--- config.mk ---
export PLATFORM = sky130hd
export DESIGN_NAME = binary16_mul_iterative
export DESIGN_NICKNAME = d
export VERILOG_FILES = /design/src/rtl/binary16_mul_iterative.sv
export SDC_FILE = /design/constraint.sdc
export NUM_CORES = 1
export LEC_CHECK = 0
export ABC_AREA = 1
export CAP_MARGIN = 15
export CORE_MARGIN = 4
export CORE_UTILIZATION = 25
export CTS_BUF_LIST = sky130_fd_sc_hd__clkbuf_2 sky130_fd_sc_hd__clkbuf_4 sky130_fd_sc_hd__clkbuf_8
export CTS_CLUSTER_DIAMETER = 100
export DETAILED_ROUTE_END_ITERATION = 7
export PLACE_DENSITY = 0.48
export SYNTH_ARGS = -nofsm -noshare
export SYNTH_HDL_FRONTEND = slang
export SYNTH_SLANG_ARGS = --single-unit
--- constraint.sdc ---
create_clock -name clk_in -period 8.64 [get_ports clk_in]
set_input_delay 1.728 -clock clk_in [delete_from_list [all_inputs] [get_ports clk_in]]
set_output_delay 1.728 -clock clk_in [all_outputs]
set_load 0.01 [all_outputs]
--- src/rtl/binary16_mul_iterative.sv ---
// binary16_mul_iterative: sequential IEEE-754 half-precision multiplier.
// Radix-2 shift-add over the 11-bit significands, one request in flight,
// fixed 12-cycle latency from acceptance to the data_valid_out pulse.
// Optional macro BINARY16_MUL_ROUND_NEAREST_EN selects round-to-nearest-even;
// without it the product is truncated and no rounding logic exists.
module binary16_mul_iterative #(
   parameter int MANT_W = 11,
   parameter int BIAS   = 15
) (
   input  logic        clk_in,
   input  logic        rst,
   input  logic [15:0] a,
   input  logic [15:0] b,
   input  logic        data_valid_in,
   output logic [15:0] result,
   output logic        data_valid_out,
   output logic        busy
);

   localparam int ACC_W = 2 * MANT_W;
   localparam int CNT_W = $clog2(MANT_W);

   localparam logic [1:0] ST_IDLE = 2'd0;
   localparam logic [1:0] ST_MUL  = 2'd1;
   localparam logic [1:0] ST_NORM = 2'd2;

   logic [1:0]        state;
   logic [CNT_W-1:0]  cnt;
   logic [ACC_W-1:0]  acc;
   logic              accept;

   // Operand stage, captured on the acceptance edge
   logic              sign_p0;
   logic [MANT_W-1:0] ma_p0;
   logic [MANT_W-1:0] mb_p0;
   logic [4:0]        ea_p0;
   logic [4:0]        eb_p0;
   logic              qnan_p0;
   logic              inf_p0;
   logic              zero_p0;

   logic [6:0]        e_sum;
   logic signed [6:0] e_norm;
   logic signed [6:0] e_out;
   logic [MANT_W-2:0] mant_keep;
   logic [MANT_W-2:0] mant_out;
   logic [15:0]       final_res;

`ifdef BINARY16_MUL_ROUND_NEAREST_EN
   logic              guard;
   logic              sticky;
   logic [MANT_W-1:0] mant_rnd;

   // Returns {carry, mantissa}; carry means the mantissa wrapped to zero.
   function automatic logic [MANT_W-1:0] round_rne(input logic [MANT_W-2:0] m,
                                                   input logic g,
                                                   input logic st);
      round_rne = {1'b0, m} + MANT_W'(g & (st | m[0]));
   endfunction
`endif

   // Saturate to signed infinity on overflow, flush to signed zero on underflow.
   function automatic logic [15:0] sat_pack(input logic s,
                                            input logic signed [6:0] e,
                                            input logic [MANT_W-2:0] m);
      if (e >= 7'sd31)
         sat_pack = {s, 5'h1F, 10'h000};
      else if (e <= 7'sd0)
         sat_pack = {s, 15'h0000};
      else
         sat_pack = {s, e[4:0], m};
   endfunction

   assign busy   = (state != ST_IDLE);
   assign accept = (state == ST_IDLE) && data_valid_in;

   // Normalize the finished accumulator and resolve special operands.
   always_comb begin
      // 7-bit arithmetic so large sums and negative exponents stay distinguishable
      e_sum     = {2'b00, ea_p0} + {2'b00, eb_p0} + {6'd0, acc[ACC_W-1]} - 7'(BIAS);
      e_norm    = $signed(e_sum);
      mant_keep = acc[ACC_W-1] ? acc[ACC_W-2 -: MANT_W-1] : acc[ACC_W-3 -: MANT_W-1];
`ifdef BINARY16_MUL_ROUND_NEAREST_EN
      guard     = acc[ACC_W-1] ? acc[ACC_W-MANT_W-1] : acc[ACC_W-MANT_W-2];
      sticky    = acc[ACC_W-1] ? (|acc[ACC_W-MANT_W-2:0]) : (|acc[ACC_W-MANT_W-3:0]);
      mant_rnd  = round_rne(mant_keep, guard, sticky);
      mant_out  = mant_rnd[MANT_W-2:0];
      e_out     = e_norm + $signed({6'd0, mant_rnd[MANT_W-1]});
`else
      mant_out  = mant_keep;
      e_out     = e_norm;
`endif
      if (qnan_p0)
         final_res = 16'h7E00;
      else if (inf_p0)
         final_res = {sign_p0, 5'h1F, 10'h000};
      else if (zero_p0)
         final_res = {sign_p0, 15'h0000};
      else
         final_res = sat_pack(sign_p0, e_out, mant_out);
   end

   // Capture operands and special-case flags when a request is accepted.
   always_ff @(posedge clk_in) begin
      if (accept) begin
         sign_p0 <= a[15] ^ b[15];
         ea_p0   <= a[14:10];
         eb_p0   <= b[14:10];
         ma_p0   <= {|a[14:10], a[9:0]};
         mb_p0   <= {|b[14:10], b[9:0]};
         qnan_p0 <= ((&a[14:10]) && (|a[9:0])) || ((&b[14:10]) && (|b[9:0])) ||
                    (((&a[14:10]) && !(|a[9:0])) && !(|b[14:10])) ||
                    (((&b[14:10]) && !(|b[9:0])) && !(|a[14:10]));
         inf_p0  <= (&a[14:10]) || (&b[14:10]);
         zero_p0 <= !(|a[14:10]) || !(|b[14:10]);
      end
   end

   // FSM: accept, 11 shift-add iterations, then normalize and emit the result.
   always_ff @(posedge clk_in) begin
      if (!rst) begin
         state          <= ST_IDLE;
         cnt            <= '0;
         acc            <= '0;
         result         <= 16'h0000;
         data_valid_out <= 1'b0;
      end else begin
         data_valid_out <= 1'b0;
         case (state)
            ST_IDLE: begin
               if (data_valid_in) begin
                  acc   <= '0;
                  cnt   <= '0;
                  state <= ST_MUL;
               end
            end
            // Iteration stage: one multiplier bit per cycle
            ST_MUL: begin
               if (mb_p0[cnt])
                  acc <= acc + (ACC_W'(ma_p0) << cnt);
               cnt <= cnt + 1'b1;
               if (cnt == CNT_W'(MANT_W - 1))
                  state <= ST_NORM;
            end
            // Output stage: register the packed result with a one-cycle strobe
            ST_NORM: begin
               result         <= final_res;
               data_valid_out <= 1'b1;
               state          <= ST_IDLE;
            end
            default: state <= ST_IDLE;
         endcase
      end
   end

endmodule

==> reports/results.ini, run 1 <==
[status]
status=finished, final reports clean

[pwr]
swShare_pct=34.3
pwr-share-clk_pct=32.2
net-switching-power_uw=335
ir_drop_uv=80.1
power_density_mw_per_mm2=150
seqPwrFrac_pct=44.4
p_int_uw=640
power.leakage_nw=2.69
combPwrFrac_pct=23.4

[synthesis]
synth_cell_types=44
syn_area_mm2=0.00555
syn_area_per_cell_um2=7.16
syn_inst=775
synth-warning-count=0
synth-seq-cells=81
synthesis.nets=845
synth_top_cell_by_area=edfxtp_1
synth_top_area_share_pct=19.5
synth_area_leaders=edfxtp_1 19%, dfxtp_1 16%, nand2_1 13%, ha_1 7.4%, inv_1 5.8%
seq_area_frac_synth_pct=35.7

[min_path]
hold_depth=2
hold_class=reg2reg

[floorplan]
design.die.area_mm2=0.0246
coreArea_mm2=0.0218
die_h_um=157
fp.dieW_um=157
num_rows=54
ios=53
start_util_pct=25.4

[critical_path]
path_cells=inv_2 > nand2_1 > nand2_1 > o21ai_0 > nor2_1 > a31oi_1 > o22ai_1 > ha_1 > a21oi_1 > a21boi_0 > nor2_1 > nor2_1 > nand2_1 > nand2_1 > nand3_1 > a21oi_2
path_depth=16
path_common_cell=nand2_1
crit_path_end_kind=register
worst_path_max_delay_cell=dfxtp_1
worstPathBufferInverterCount=1
crit_arrival_ns=3.99
reg2reg_depth=16
cp-start-kind=register
critPathMaxFanout=24
required_ns=8.97
path_class=reg2reg
critPathTopFamily=compound AO/OA/AOI/OAI gates
cpPeakStageDelay_ns=0.84

[cts]
h-tree-depth=3
cts_tree=built
ctsResizeCount=0
clk_latency_ns=0.39
cts_sinks=81
path_clk_slew_ns=0.10
cts_buffers=9
clk_path_buf_depth=2
clock-root-buffer=clkbuf_8
post-cts-setup-buffer-count=0
holdBufCountCts=0

[routing]
drtPass1Iterations=5
drt-total-wl_mm=15.6
drt-vias-per-instance=4.58
num_vias=5057
post-route-drc-count=0
first_iter_violations=285
final_antenna_net_count=0
wl_per_cell_um=14.1

[global_routing]
antenna_found_initial=0
grt_max_degree=37
grt_pass1_vias=4756
grt-ovfl-total=0
grt_pass1_wl_mm=24.9
track_usage_pct=12.8

[final_layout]
syn2layout_area_growth_pct=17.2
num-fill-cells=2410
antenna_cells=0
drive_gt1_share_pct=8.62
nNetsFinal=889

[sta]
period_needed_ns=3.66
clock_skew_ns=0.0129
setup_tns_ns=0
rsz0062_at_grt=no
slew_headroom_pct=47.3
fin_crit_sh_pct=42.3
whs_ns=0.468
report.final.slew_viol_count=0
setup_viol=0
worst_pin_slew_ns=0.790
max_freq_mhz=273
hold_viol_final=0

[place]
port_buffers=52
hpwl_mm=12.2
gp_congestion=0.908

[run]
drv_cap=0

## cells in the mapped netlist, drive strengths merged
library cell	number
nor4	4
xnor2	1
xor2	1
nor2	89
nand3b	6
nand4	15
o22ai	3
dfxtp	45
o21bai	4
o211ai	1
mux2i	2
ha	33
a21oi	65
o21ai	54
a31oi	2
buf	11
nor3	16
nand3	62
a21o	1
or2	7
edfxtp	36
clkbuf	10
a22o	1
nand2	206
a221oi	1
a211oi	5
inv	89
a21boi	1
and2	2
fa	2
## final cells by class
type                            count  area [um^2]  share of cell area [%]
Clock inverter                      7         83.8                    1.29
Multi-Input combinational cell    584         3090                    47.5
Inverter                           89          337                    5.18
Sequential cell                    81         1980                    30.5
Tap cell                          280          350                    5.39
Timing Repair Buffer               54          536                    8.23
Clock buffer                        9          124                    1.90
## placed cells by master, fill, tap and decap left out, types with 19 or more instances in the layout
master | netlist | final
inv_1 | 86 | 86
nor2_1 | 84 | 84
nand3_1 | 60 | 60
a21oi_1 | 49 | 49
nand2_2 | 19 | 19
clkdlybuf4s50_1 | 0 | 52
nand2_1 | 187 | 187
dfxtp_1 | 45 | 45
edfxtp_1 | 36 | 36
ha_1 | 33 | 33
o21ai_0 | 52 | 52
## per-stage QoR
step / cells / area [um^2] / utilization, % / power [mW] / setup slack [ns]
2_1_floorplan: 775 / 5550 / - / 0.607 / 5.21
3_3_place_gp: 1088 / 6300 / 28.8 / 0.672 / 5.07
3_5_place_dp: 1088 / 6300 / 28.8 / 0.671 / 5.03
4_1_cts: 1104 / 6500 / 29.8 / 0.988 / 5.00
5_1_grt: 1104 / 6500 / 29.8 / 1.03 / 4.59
6_report: 1104 / 6500 / 29.8 / 0.975 / 4.98
## state kept, by name, summed over array words and instances (netlist names)
name,cells
acc,22
cnt,4
data_valid_out,1
ea_p0,5
eb_p0,5
inf_p0,1
ma_p0,11
mb_p0,11
qnan_p0,1
result,16
sign_p0,1
state,2
zero_p0,1
## worst reg2reg max path: stages, from the launching register on
cell	delay, ns
dfxtp_1	0.84
inv_2	0.26
nand2_1	0.12
nand2_1	0.06
o21ai_0	0.24
nor2_1	0.07
a31oi_1	0.24
o22ai_1	0.16
ha_1	0.38
a21oi_1	0.19
a21boi_0	0.47
nor2_1	0.08
nor2_1	0.15
nand2_1	0.07
nand2_1	0.05
nand3_1	0.08
a21oi_2	0.14
## power by group through the flow
stage	Combinational, mW	Clock [mW]	Sequential, mW
global placement	0.229	0	0.443
global route	0.261	0.334	0.436
CTS	0.230	0.324	0.434
finish	0.228	0.314	0.433
detailed placement	0.228	0	0.443
floorplan	0.172	0	0.435
## cell families (layout without fill, tap and decap cells)
| family | count (synthesis) | in the layout | share of synthesized area (%) |
|---|---|---|---|
| AND/OR/NAND/NOR | 407 | 407 | 32.5 |
| buffers and inverters | 110 | 159 | 8.55 |
| flip-flops | 81 | 81 | 35.7 |
| adder cells (fa/ha/maj) | 35 | 35 | 8.16 |
| multiplexers | 2 | 2 | 0.361 |
| XOR/XNOR | 2 | 2 | 0.316 |
| AO/OA/AOI/OAI | 138 | 138 | 14.4 |
## worst paths after layout
check                                from         to  slack (ns)
worst min register to register  result[6]  result[6]        0.47
worst min-delay path            result[6]  result[6]        0.47
worst max-delay path               cnt[0]    acc[16]        4.98
worst max register to register     cnt[0]    acc[16]        4.98
## per-layer routing
layer	global-route usage [%]	wire length [um]	up-vias
met5	0	0	-
met4	3.26	192	0
met3	2.34	577	11
met2	21.0	7330	99
met1	17.5	7520	2271
li1	-	-	2676
Power figures use the tool's default switching activity.
==> inputs of run 2 (changes only) <==
- PLACE_DENSITY: 0.48 -> 0.5
- clock period: 8.64 -> 2.95 ns (I/O delays scaled with it)
==> run 2 against run 1 <==
Effect of this change:
- utilization is 3.0 points higher
- design area is 10% higher
- via count is 4.7% higher
- cell count is 5.5% higher
- wire length is 2.1% higher
- non-clock buffer count is 60 higher
- critical path depth is 1 higher
- register-to-register slack worse by 4.9 ns
- highest routed layer unchanged
==> reports/results.ini, run 2 (synthesis results as in run 1) <==
[status]
status=finished, final reports clean  ; unchanged

[sta]
clock_skew_ns=0.0224  ; was 0.0129 ns
report.final.slew_viol_count=0  ; unchanged
fin_crit_sh_pct=96.4  ; was 42.3%
rsz0062_at_grt=yes  ; was no
setup_ws_ns=0.107  ; was 4.98 ns
slew_headroom_pct=56.8  ; was 47.3%
worst_pin_slew_ns=0.643  ; was 0.790 ns
setup_tns_ns=0  ; unchanged
max_freq_mhz=352  ; was 273 MHz
period_needed_ns=2.84  ; was 3.66 ns
setup_viol=0  ; unchanged
hold_viol_final=0  ; unchanged
whs_ns=0.471  ; was 0.468 ns

[final_layout]
final_util_pct=32.8  ; was 29.8%
drive_gt1_share_pct=19.4  ; was 8.62%
top_regs=acc (22), result (16)  ; unchanged
nNetsFinal=950  ; was 889
final_common_cell=nand2_1  ; unchanged
num-fill-cells=2365  ; was 2410
syn2layout_area_growth_pct=29.0  ; was 17.2%
top_register=acc  ; unchanged
antenna_cells=0  ; unchanged
fin_area_mm2=0.00716  ; was 0.00650 mm^2
instances_no_fill=1165  ; was 1104
layout_common_cells=181 x nand2_1, 85 x inv_1, 76 x nor2_1  ; was 187 x nand2_1, 86 x inv_1, 84 x nor2_1
largest_register_ffs=22  ; unchanged

[cts]
cts_buffers=9  ; unchanged
clk_latency_ns=0.40  ; was 0.39 ns
clock-root-buffer=clkbuf_8  ; unchanged
clk_path_buf_depth=2  ; unchanged
cts_tree=built  ; unchanged
h-tree-depth=3  ; unchanged
cts_sinks=81  ; unchanged
path_clk_slew_ns=0.09  ; was 0.10 ns

[floorplan]
design.die.area_mm2=0.0246  ; unchanged
die_h_um=157  ; unchanged
num_rows=54  ; unchanged
start_util_pct=25.4  ; unchanged
ios=53  ; unchanged
fp.dieW_um=157  ; unchanged
coreArea_mm2=0.0218  ; unchanged

[pwr]
power_density_mw_per_mm2=423  ; was 150 mW/mm^2
ir_drop_uv=244  ; was 80.1 uV
p_total_mw=3.03  ; was 975 uW
power.leakage_nw=3.03  ; was 2.69 nW

[run]
drv_cap=0  ; unchanged

[critical_path]
reg2reg_depth=17  ; was 16
cp-start-kind=register  ; unchanged
required_ns=3.27  ; was 8.97 ns
path_cells=buf_4 > nand2_1 > nand2_1 > buf_4 > o21ai_2 > nor2_1 > a31oi_1 > buf_4 > buf_4 > nor2_1 > ha_1 > nand2_1 > nor3_2 > nand3_1 > nand4_1 > nand3_1 > a21oi_2  ; was inv_2 > nand2_1 > nand2_1 > o21ai_0 > nor2_1 > a31oi_1 > o22ai_1 > ha_1 > a21oi_1 > a21boi_0 > nor2_1 > nor2_1 > nand2_1 > nand2_1 > nand3_1 > a21oi_2
critPathMaxFanout=7  ; was 24
reg2reg_to=acc[20]  ; was acc[16]
worst_path_max_delay_cell=ha_1  ; was dfxtp_1
reg2reg_from=cnt[0]  ; unchanged
path_common_cell=buf_4  ; was nand2_1
crit_arrival_ns=3.17  ; was 3.99 ns
cpPeakStageDelay_ns=0.39  ; was 0.84 ns
path_class=reg2reg  ; unchanged
crit_path_end_kind=register  ; unchanged
rrSetupSlack_ns=0.11  ; was 4.98 ns

[global_routing]
track_usage_pct=12.9  ; was 12.8%
grt_pass1_wl_mm=25.4  ; was 24.9 mm
grt_pass1_vias=5043  ; was 4756
grt_max_degree=37  ; unchanged
grt-ovfl-total=0  ; unchanged
antenna_found_initial=0  ; unchanged

[routing]
drt-vias-per-instance=4.55  ; was 4.58
post-route-drc-count=0  ; unchanged
first_iter_violations=257  ; was 285
final_antenna_net_count=0  ; unchanged
drtPass1Iterations=4  ; was 5
drt-total-wl_mm=15.9  ; was 15.6 mm
num_vias=5295  ; was 5057
wl_per_cell_um=13.7  ; was 14.1 um

[place]
gp_congestion=0.863  ; was 0.908
place_inst=1139  ; was 1088
postPlaceCellArea_mm2=0.00668  ; was 0.00630 mm^2
hpwl_mm=12.3  ; was 12.2 mm
port_buffers=52  ; unchanged
dp_slack_ns=-0.134  ; was 5.03 ns

[min_path]
hold_depth=2  ; unchanged
hold_class=reg2reg  ; unchanged
hold_start=result[1]  ; was result[6]
whs_endpoint=result[1]  ; was result[6]

[run 2: cell count changes in the layout (fill, tap and decap cells not counted), sizes merged]
cell      delta
buf         +60
clkinvlp     +2
inv          -1
[run 2: how the worst max path moves through the flow]
stage                       from       to  slack (ns)
after floorplan           cnt[0]  acc[12]        0.15
after global placement    cnt[0]  acc[21]       -0.11
after detailed placement  cnt[0]  acc[21]       -0.13
after CTS                 cnt[0]  acc[19]       0.009
after global routing      cnt[0]  acc[20]       -0.09
final                     cnt[0]  acc[20]        0.11
[run 2: worst max-delay path: cells and delay by family, from the launching register on]
family,cells,cell delay [ns]
simple gates,9,0.96
buf+inv,4,0.56
compound gates,3,0.52
fa+ha+maj,1,0.39
flops,1,0.37
[run 2: area by class of cell]
type | instances | area [um^2] | area share [%]
inverter | 89 | 340 | 4.75
clock inverter | 7 | 95.1 | 1.33
clock buffer | 9 | 124 | 1.73
timing repair buffer | 114 | 993 | 13.9
timing repair inverter | 1 | 7.51 | 0.105
tap | 280 | 350 | 4.89
multi-input combinational | 584 | 3260 | 45.6
sequential | 81 | 1990 | 27.8
[run 2: timing repair]
| action | 4_1_cts | 5_1_grt |
|---|---|---|
| setup endpoints to repair | 5 | 29 |
| pin swaps | 0 | 13 |
| gates cloned | 0 | 1 |
| hold buffers | 0 | 0 |
| gates resized for setup | 5 | 61 |
| setup buffers | 0 | 9 |
| endpoints found under the hold margin | 0 | 0 |
[run 2: metal layers]
metal,vias to the layer above,track usage (%),share of wire [%]
met1,2377,17.6,49
met3,19,2.50,3.9
met2,95,20.9,45
met4,0,3.84,1.6
met5,-,0,0
li1,2804,-,-
[run 2: power by group]
| part | total [mW] | internal [mW] | switching [mW] |
|---|---|---|---|
| logic | 0.842 | 0.349 | 0.493 |
| clock network | 0.924 | 0.418 | 0.506 |
| registers | 1.26 | 1.23 | 0.0326 |
==> inputs of run 3 (changes only) <==
- SKIP_LAST_GASP: default -> 1
==> run 3 against run 2 <==
Effect of this change:
- sequential share of layout area up 0.053 points
- sequential cell count unchanged
- register-to-register slack is essentially flat
- critical path type unchanged
- critical endpoint unchanged
- largest power group unchanged
==> reports/results.ini, run 3 (synthesis results as in run 1) <==
[cts]
cts_buffers=9  ; unchanged
path_clk_slew_ns=0.09  ; about the same
holdBufCountCts=0  ; unchanged
cts_sinks=81  ; unchanged
clk_latency_ns=0.40  ; about the same
cts_tree=built  ; unchanged
clk_path_buf_depth=2  ; unchanged
h-tree-depth=3  ; unchanged
clock-root-buffer=clkbuf_8  ; unchanged

[final_layout]
final_common_cell=nand2_1  ; unchanged
top_register=acc  ; unchanged
antenna_cells=0  ; unchanged
nNetsFinal=950  ; unchanged
syn2layout_area_growth_pct=28.8  ; was 29.0%
layout_common_cells=183 x nand2_1, 85 x inv_1, 76 x nor2_1  ; was 181 x nand2_1, 85 x inv_1, 76 x nor2_1
largest_register_ffs=22  ; unchanged
instances_no_fill=1165  ; unchanged
fin_area_mm2=0.00714  ; was 0.00716 mm^2
top_regs=acc (22), result (16)  ; unchanged
final_util_pct=32.7  ; was 32.8%
drive_gt1_share_pct=19.0  ; was 19.4%

[sta]
setup_ws_ns=0.121  ; was 0.107 ns
max_freq_mhz=354  ; was 352 MHz
report.final.slew_viol_count=0  ; unchanged
setup_viol=0  ; unchanged
period_needed_ns=2.83  ; was 2.84 ns
fin_crit_sh_pct=95.9  ; was 96.4%
hold_viol_final=0  ; unchanged
worst_pin_slew_ns=0.641  ; was 0.643 ns
setup_tns_ns=0  ; unchanged
whs_ns=0.471  ; about the same
clock_skew_ns=0.0234  ; was 0.0224 ns
slew_headroom_pct=56.9  ; was 56.8%
rsz0062_at_grt=yes  ; unchanged

[critical_path]
path_class=reg2reg  ; unchanged
cpPeakStageDelay_ns=0.38  ; was 0.39 ns
rrSetupSlack_ns=0.12  ; was 0.11 ns
reg2reg_depth=17  ; unchanged
crit_arrival_ns=3.15  ; was 3.17 ns
startpoint=cnt[0]  ; unchanged
crit_path_end_kind=register  ; unchanged
critPathMaxFanout=7  ; unchanged
required_ns=3.27  ; about the same
worst_path_max_delay_cell=ha_1  ; unchanged
path_cells=buf_4 > nand2_1 > nand2_1 > buf_4 > o21ai_2 > nor2_1 > a31oi_1 > buf_4 > buf_4 > nor2_1 > ha_1 > nand2_1 > nor3_2 > nand3_1 > nand4_1 > nand3_1 > a21oi_2  ; unchanged
path_common_cell=buf_4  ; unchanged
reg2reg_from=cnt[0]  ; unchanged
cp-start-kind=register  ; unchanged

[place]
postPlaceCellArea_mm2=0.00668  ; unchanged
hpwl_mm=12.3  ; unchanged
dp_slack_ns=-0.134  ; unchanged
gp_congestion=0.863  ; unchanged
place_inst=1139  ; unchanged
port_buffers=52  ; unchanged

[min_path]
hold_class=reg2reg  ; unchanged
hold_depth=2  ; unchanged
hold_start=result[1]  ; unchanged

[floorplan]
design.die.area_mm2=0.0246  ; unchanged
ios=53  ; unchanged
start_util_pct=25.4  ; unchanged
die_h_um=157  ; unchanged
coreArea_mm2=0.0218  ; unchanged
fp.dieW_um=157  ; unchanged
num_rows=54  ; unchanged

[pwr]
power.leakage_nw=3.02  ; was 3.03 nW
p_int_mw=1.99  ; about the same
power_density_mw_per_mm2=423  ; about the same
p_total_mw=3.03  ; about the same
net-switching-power_mw=1.03  ; about the same
seqPwrFrac_pct=41.6  ; about the same
swShare_pct=34.1  ; about the same
pwr-share-clk_pct=30.6  ; was 30.5%
ir_drop_uv=245  ; was 244 uV
combPwrFrac_pct=27.8  ; about the same

[status]
status=finished, final reports clean  ; unchanged

[routing]
final_antenna_net_count=0  ; unchanged
post-route-drc-count=0  ; unchanged
wl_per_cell_um=13.7  ; about the same
drtPass1Iterations=5  ; was 4
num_vias=5336  ; was 5295
drt-total-wl_mm=16.0  ; was 15.9 mm
first_iter_violations=315  ; was 257
drt-vias-per-instance=4.58  ; was 4.55

[global_routing]
track_usage_pct=12.9  ; unchanged
grt-ovfl-total=0  ; unchanged
grt_pass1_vias=5043  ; unchanged
antenna_found_initial=0  ; unchanged
grt_pass1_wl_mm=25.4  ; unchanged
grt_max_degree=37  ; unchanged

[run]
drv_cap=0  ; unchanged

-- run 3: power groups by stage --
stage               Clock (mW)  Combinational [mW]  Sequential, mW
detailed placement           0               0.778            1.28
global route             0.992               0.939            1.27
CTS                      0.953               0.783            1.26
floorplan                    0               0.503            1.27
finish                   0.926               0.840            1.26
global placement             0               0.778            1.28
-- run 3: repair_timing --
| item | CTS | global route |
|---|---|---|
| pin swaps | 0 | 13 |
| gates resized for setup | 5 | 57 |
| endpoints found under the hold margin | 0 | 0 |
| setup endpoints to repair | 5 | 29 |
| cloned | 0 | 1 |
| buffers inserted | 0 | 9 |
-- run 3: final cells by class --
type / instances / area (um^2)
clock buffer: 9 / 124
clock inverter: 7 / 95.1
fill: 2363 / 14700
inverter: 89 / 340
multi-input combinational: 584 / 3250
sequential: 81 / 1990
tap: 280 / 350
timing repair buffer: 114 / 993
timing repair inverter: 1 / 7.51
-- run 3: final timing paths --
path,endpoint
setup reg to reg,acc[20]
setup / recovery,acc[20]
hold / removal,result[1]
hold reg to reg,result[1]
-- run 3: worst max-delay path, delay by kind of cell, from the launching register on --
kind,cells,cell delay (ns)
adder cells (fa/ha/maj),1,0.38
flip-flops,1,0.37
AND/OR/NAND/NOR,9,0.94
buffers and inverters,4,0.56
AO/OA/AOI/OAI,3,0.52
-- run 3: per-layer routing --
metal	track usage (%)	vias up	wire length (um)
met5	0	-	0
met4	3.84	0	289
met3	2.50	25	672
met2	20.9	116	7210
met1	17.6	2392	7790
li1	-	2803	-
